===== src/rtl/alu_pkg.sv =====
// Shared ALU status definitions: opcodes, condition codes and the NZCV flag layout.
// Pure declarations; used by the status register and the branch unit.
// No state and no flow control.
package alu_pkg;

    localparam logic [3:0] ALU_ADD = 4'b0000;
    localparam logic [3:0] ALU_SUB = 4'b0001;

    typedef enum logic [3:0] {
        EQ, NE, CS, CC, MI, PL, VS, VC,
        HI, LS, GE, LT, GT, LE, AL, NV
    } cond_e;

    typedef struct packed {
        logic n;
        logic z;
        logic c;
        logic v;
    } flags_t;

    function automatic logic is_arith(input logic [3:0] op);
        return (op == ALU_ADD) || (op == ALU_SUB);
    endfunction

endpackage


===== src/rtl/alu_status_unit_cond_eval.sv =====
// Evaluates an ARM-style condition code against an NZCV flag set.
// Latency: combinational, zero cycles.
// Backpressure: none; output is valid whenever the inputs are.
module cond_eval
    import alu_pkg::*;
(
    input  flags_t     flags,
    input  cond_e      cond,
    output logic       cond_true
);

    always_comb begin
        cond_true = 1'b0;
        case (cond)
            EQ:      cond_true = flags.z;
            NE:      cond_true = ~flags.z;
            CS:      cond_true = flags.c;
            CC:      cond_true = ~flags.c;
            MI:      cond_true = flags.n;
            PL:      cond_true = ~flags.n;
            VS:      cond_true = flags.v;
            VC:      cond_true = ~flags.v;
            HI:      cond_true = flags.c & ~flags.z;
            LS:      cond_true = ~flags.c | flags.z;
            GE:      cond_true = (flags.n == flags.v);
            LT:      cond_true = (flags.n != flags.v);
            GT:      cond_true = ~flags.z & (flags.n == flags.v);
            LE:      cond_true = flags.z | (flags.n != flags.v);
            AL:      cond_true = 1'b1;
            NV:      cond_true = 1'b0;
            default: cond_true = 1'b0;
        endcase
    end

endmodule


===== src/rtl/alu_status_unit.sv =====
// NZCV status register with sticky overflow, saturating overflow counter and condition check.
// Latency: 1 clk from valid&set_flags or flags_wr to flags; cond_true is combinational.
// Backpressure: none; every strobe is accepted on the edge it is presented.
module alu_status_unit
    import alu_pkg::*;
#(
    parameter int N       = 4,
    parameter int CNT_W   = 8,
    parameter bit FORWARD = 1'b1
) (
    input  logic             clk,
    input  logic             rst_n,
    input  logic             valid,
    input  logic             set_flags,
    input  logic [3:0]       alu_control,
    input  logic [N-1:0]     a,
    input  logic [N-1:0]     b,
    input  logic [N-1:0]     result,
    input  logic             flags_wr,
    input  logic [3:0]       flags_wdata,
    input  logic             clr_sticky,
    input  logic             clr_count,
    input  logic [3:0]       cond,
    output logic [3:0]       flags,
    output logic             sticky_v,
    output logic [CNT_W-1:0] ovf_count,
    output logic             cond_true
);

    flags_t           flags_q, flags_d, flags_calc, cond_src;
    logic             sticky_q, sticky_d;
    logic [CNT_W-1:0] cnt_q, cnt_d;
    logic             upd, commit_ovf;
    logic [N-1:0]     a_g, b_g, res_g;
    logic [N:0]       sum;

    // Operands are masked when not valid so nothing undefined reaches the flags.
    always_comb begin
        a_g   = valid ? a      : '0;
        b_g   = valid ? b      : '0;
        res_g = valid ? result : '0;
        upd   = valid & set_flags;
        sum   = {1'b0, a_g} + {1'b0, b_g};

        flags_calc   = flags_q;
        flags_calc.n = res_g[N-1];
        flags_calc.z = ~|res_g;
        if (alu_control == ALU_ADD) begin
            flags_calc.c = sum[N];
            flags_calc.v = (a_g[N-1] == b_g[N-1]) & (res_g[N-1] != a_g[N-1]);
        end else if (alu_control == ALU_SUB) begin
            flags_calc.c = (a_g >= b_g);
            flags_calc.v = (a_g[N-1] != b_g[N-1]) & (res_g[N-1] != a_g[N-1]);
        end
    end

    always_comb begin
        if (flags_wr) begin
            flags_d = flags_t'(flags_wdata);
        end else if (upd) begin
            flags_d = flags_calc;
        end else begin
            flags_d = flags_q;
        end

        commit_ovf = upd & ~flags_wr & is_arith(alu_control) & flags_calc.v;

        // A committed overflow wins over a same-edge clear; a clear restarts the count.
        sticky_d = sticky_q;
        cnt_d    = cnt_q;
        if (commit_ovf) begin
            sticky_d = 1'b1;
            if (clr_count) begin
                cnt_d = CNT_W'(1);
            end else if (!(&cnt_q)) begin
                cnt_d = cnt_q + CNT_W'(1);
            end
        end else begin
            if (clr_sticky) sticky_d = 1'b0;
            if (clr_count)  cnt_d    = '0;
        end

        cond_src = (FORWARD && (flags_wr || upd)) ? flags_d : flags_q;
    end

    always_ff @(posedge clk or negedge rst_n) begin
        if (!rst_n) begin
            flags_q  <= '0;
            sticky_q <= 1'b0;
            cnt_q    <= '0;
        end else begin
            flags_q  <= flags_d;
            sticky_q <= sticky_d;
            cnt_q    <= cnt_d;
        end
    end

    cond_eval u_cond_eval (
        .flags     (cond_src),
        .cond      (cond_e'(cond)),
        .cond_true (cond_true)
    );

    assign flags     = flags_q;
    assign sticky_v  = sticky_q;
    assign ovf_count = cnt_q;

endmodule


===== config.mk =====
export PLATFORM = sky130hd
export DESIGN_NAME = alu_status_unit
export DESIGN_NICKNAME = d
export VERILOG_FILES = /design/src/rtl/alu_pkg.sv /design/src/rtl/alu_status_unit_cond_eval.sv /design/src/rtl/alu_status_unit.sv
export SDC_FILE = /design/constraint.sdc
export NUM_CORES = 1
export LEC_CHECK = 0
export ABC_AREA = 1
export BUFFER_PORTS_ARGS = -buffer_cell sky130_fd_sc_hd__buf_2
export CAP_MARGIN = 10
export CORE_ASPECT_RATIO = 1.75
export CORE_MARGIN = 4
export CORE_UTILIZATION = 35
export DETAILED_ROUTE_END_ITERATION = 8
export HOLD_SLACK_MARGIN = 0.05
export PLACE_DENSITY = 0.68
export SETUP_SLACK_MARGIN = 0.1
export SKIP_LAST_GASP = 1
export SLEW_MARGIN = 0
export SYNTH_ARGS = -nofsm -noshare
export SYNTH_HDL_FRONTEND = slang
export SYNTH_SLANG_ARGS = --single-unit

===== constraint.sdc =====
create_clock -name clk -period 3.3 [get_ports clk]
set_clock_uncertainty 0.05 [all_clocks]
set_input_delay 0 -clock clk [delete_from_list [all_inputs] [get_ports clk]]
set_output_delay 0 -clock clk [all_outputs]
set_load 0.05 [all_outputs]

# == Word level (Yosys, flattened, before mapping) ==
# Cells that the tools add are included.
# totals
elab_cells,71
out_inout_bits,14
mem_bits_rw,0
inputBits,31
latch_bits,0
regBits,13
memories,0
mem_bits_ro,0
# op_classes
add_sub_neg,2
reduce_logical,10
order_cmp,1
multipliers,0
shifts,0
n_mux,15
bitwise,15
eq_ne,22
div_mod_pow,0
# op_table
cell,count
$eq 4x4->1 const B,8
$mux 8,4
$mux 4,6
$eq 4x3->1 const B,4
$pmux 1 s16,1
$add 8x1->8 const B,1
$and 1x1->1,8
$eq 4x1->1 const B,2
$eq 4x2->1 const B,2
$logic_not 4->1,2
$reduce_and 8->1,1
$add 4x4->5,1
$not 1->1,5
$ge 4x4->1,1
$mux 2,2
$reduce_bool 2->1,2
$reduce_or 4->1,1
$ne 1x1->1,3
$eq 1x1->1,2
$logic_or 1x1->1,2
$mux 1,2
$ne 2x2->1 const B,1
$or 1x1->1,2
$reduce_and 2->1,1
$logic_not 1->1,1

# == Depth between registers and ports, before layout ==
# depth
depth_word,11
mapped_depth,17
ltp_nobuf,16

# == Hierarchy ==
# A second synthesis with hierarchy kept.
# unflattened
hier_cells,212
area_unflattened_um2,1333.8
# by_module_without_submodules
module,n_inst,area_per_inst_um2,cells_each,seq_area_each_um2
alu_status_unit,1,1128.6,167,325.3
cond_eval,1,205.2,45,0.0

# == Least setup slack after synthesis ==
# No wires, ideal clock.
# synth_path
path_kind,register to output
startpoint,"register flags_q, in the netlist flags[1]"
endpoint,output cond_true
required_time_ns,3.250
arrival_time_ns,2.047
path_buffers,0
path_stages_with_launch,9
slack_ns,1.203
cell_sequence,dfrtp_1 -> or2_2 -> nand3_1 -> nand2_1 -> nand2_1 -> nand2_1 -> a31oi_1 -> nor2_1 -> nor2_1
# synth_between
elab_chain_len,8
elab_cells_between_ends,9
classes_between,mux: 6; bitwise: 3
# synth_rtl
item,line_no,rtl
start: declaration,alu_status_unit.sv:30,"flags_t flags_q, flags_d, flags_calc, cond_src;"
start signal: assignment,alu_status_unit.sv:92,flags_q <= flags_d;
$mux 2,alu_status_unit.sv:51,end else if (alu_control == ALU_SUB) begin
$mux 2,alu_status_unit.sv:48,if (alu_control == ALU_ADD) begin
$mux 4,alu_status_unit.sv:60,end else if (upd) begin
$mux 4,alu_status_unit.sv:58,if (flags_wr) begin
$mux 4 (*),alu_status_unit.sv:83,cond_src = (FORWARD && (flags_wr || upd)) ? flags_d : flags_q;
$not 1->1,"alu_status_unit_cond_eval.sv:18, alu_status_unit_cond_eval.sv:24",
$or 1x1->1,alu_status_unit_cond_eval.sv:24,LS: cond_true = ~flags.c | flags.z;
$pmux 1 s16 (*),alu_status_unit_cond_eval.sv:14,case (cond)
end: declaration,alu_status_unit.sv:27,output logic cond_true
# Mark *: on every way between the ends. The rest lies on a longest branch, timed or not.

==> out/qor.csv <==
metric,value,unit
rsz0062_at_grt,no,
grt_antenna_before_repair,0,
root_buffer,clkbuf_8,
first_pass_iters,3,
multiInputGateArea,779,um2
clk_path_buf_depth,2,
powerDensity,286,nW/um2
synth_area_leader_cell,dfrtp_1,
cap_violations,0,
yosys_register_bits,13,
end_kind,output pin,
final_cell_mix,"nand2_1 (50), buf_2 (44), inv_1 (41), nor2_1 (21), nand3_1 (18)",
max-vdd-ir-drop,0.196,mV
dp.cells,296,
path_common_cell,nand2_1,
clk_pin_slew,0.06,ns
worst_hold_startpoint,result[0],
synth_cell_type_count,27,
synth.net_count,249,
numCtsBuffers,3,
core_area,3470,um2
intPower,0.000300,W
cp_slowest_cell,dfrtp_1,
start_util,0.371,
tns,0,ns
clk-insertion-delay-late,0.24,ns
ios,45,
port_buffers,44,
crit_type,reg -> out,
whs_path_depth,4,
slew_headroom,0.805,
grt_max_degree,14,
r2r_cells,9,
critPathBufInv,5,
cts_tree,yes,
worstPathRequired,3.25,ns
p_sw,0.000165,W
overflow,0,
synthTopCellsByArea,"dfrtp_1 (25%), nand2_1 (15%), inv_1 (12%)",
hold_viol,0,
period_share,0.579,
worstMarginPinSlew,0.290,ns
fmax,524,MHz
path_cells,"nand3_1, nand2_1, inv_1, nand2_1, inv_1, nand2_1, nand3_1, clkinv_1, nand2_1, inv_1, nand2_1, nor2_1, nand3_1, nor2_1, nor2_1, buf_2",
postSynthCellCount,209,
synth_top_area_frac,0.253,
dpl_cell_area,1550,um2
final_cell_area,1630,um2
slew_viol_final,0,
syn-mean-instance-area,6.15,um2
grtUsageTotal,0.145,
die_y,88.2,um
cp_data_arrival_time,1.86,ns
gp_congestion,0.885,
cp_max_fo,3,
drcViolationCount,0,
drt-initial-drc-count,14,
grt_pass1_wl,5300,um
critical_path_depth,16,
clockPowerShare,0.306,
synthToLayoutAreaGrowth,26.6,%
die-area,4750,um2
fill_cells,371,
seqCellArea,325,um2
critPathTopFamily,simple AND/OR/NAND/NOR gates,
min_period,1.91,ns
combPwrFrac,0.329,
reg2reg_from,ovf_count[0],
leakagePower,0.936,nW
vias,1400,
drive_gt1_frac,0.256,
ys_seq_area_frac,0.253,
hp-class,in -> reg,
switching_share,0.355,
nets,299,
power.total,0.000465,W
netlist_area,1290,um2
diodes,0,
ant_nets,0,
crit_path_start_kind,flop,
postCtsResizedCells,0,
yosysWarnings,0,
placementRows,28,
cts.sinks,13,
via_per_inst,4.62,
wl_per_cell,10.6,um
final_common_cell,nand2_1,
finalSetupViolations,0,
routed_wl,3210,um
setup.worst_path.start,flags[2],
cts_htree_levels,1,
max_stage_delay,0.40,ns
grt_pass1_vias,1342,
layout.cells.non_filler,303,
die-width,53.8,um
dpl.hpwl,2740,um
regToRegSetupSlack,1.74,ns
outcome,"finished, final reports clean",
seqPwrFrac,0.365,
==> worst min-delay path: cells and delay by family <==
| kind | cells | cell delay, ns |
|---|---|---|
| AND/OR/NAND/NOR | 3 | 0.19 |
| buffers and inverters | 1 | 0.07 |
==> metrics by stage <==
stage / utilization / worst slack, ns / hold WS (ns)
2_1_floorplan: - / 1.20 / -0.346
3_3_place_gp: 0.447 / 1.40 / -0.149
3_5_place_dp: 0.447 / 1.38 / -0.145
4_1_cts: 0.469 / 1.36 / 0.0600
5_1_grt: 0.469 / 1.13 / 0.0813
6_report: 0.469 / 1.39 / 0.0572
==> Yosys cell counts <==
| master | count |
|---|---|
| nand4_1 | 3 |
| or2_2 | 1 |
| nor2_1 | 21 |
| o21ai_0 | 5 |
| nor3_2 | 2 |
| a21oi_1 | 7 |
| nand2_1 | 50 |
| and3_1 | 2 |
| dfrtp_1 | 13 |
| buf_4 | 1 |
| inv_2 | 2 |
| nand3_1 | 18 |
| ha_1 | 9 |
| clkbuf_1 | 1 |
| clkinv_2 | 1 |
| o22ai_1 | 3 |
| o211ai_1 | 1 |
| nand3_2 | 2 |
| inv_1 | 41 |
| nor3b_1 | 2 |
| o21ai_1 | 4 |
| clkinv_1 | 1 |
| a31oi_1 | 1 |
| nor2_2 | 4 |
| nand2_2 | 6 |
| nor3_1 | 7 |
| o21a_1 | 1 |
==> path summary, 6_finish.rpt <==
check	to
hold reg to reg	sticky_v
max in group asynchronous	flags[1]
min in group asynchronous	ovf_count[4]
setup / recovery	cond_true
hold / removal	flags[2]
setup reg to reg	ovf_count[4]
==> timing repair <==
item | 4_1_cts | 5_1_grt
hold buffers | 3 | 0
endpoints found under the hold margin | 17 | 0
setup buffers | 0 | 0
==> power groups by stage <==
stage	logic [W]	registers [W]	clock network [W]
finish	0.000153	0.000170	0.000142
floorplan	0.0000849	0.000190	0
global placement	0.000150	0.000173	0
detailed placement	0.000151	0.000172	0
global route	0.000173	0.000170	0.000151
CTS	0.000155	0.000170	0.000144
==> flip-flops by register name (all words and copies together), names as in the netlist <==
register,cells
flags,4
ovf_count,8
sticky_v,1
==> cell families (layout without fill, tap and decap cells) <==
group                    count (synthesis)  in the layout  share of synthesized area
AND/OR/NAND/NOR                        118            118                      0.425
buffers and inverters                   47             96                      0.141
AO/OA/AOI/OAI                           22             22                     0.0934
flip-flops                              13             13                      0.253
adder cells (fa/ha/maj)                  9              9                     0.0876
==> area by class of cell <==
class | instances | area share
Sequential cell | 13 | 0.200
Multi-Input combinational cell | 149 | 0.479
Timing Repair Buffer | 47 | 0.154
Clock buffer | 3 | 0.0254
Clock inverter | 1 | 0.00307
Tap cell | 45 | 0.0346
Inverter | 45 | 0.105
==> metal layers <==
layer / global-route usage / vias up / part of all wire
li1: - / 752 / -
met1: 0.161 / 611 / 0.40
met2: 0.275 / 33 / 0.55
met3: 0.0102 / 4 / 0.039
met4: 0.0512 / 0 / 0.012
met5: 0 / - / 0
Note: power is estimated with default switching activity, not from simulation.
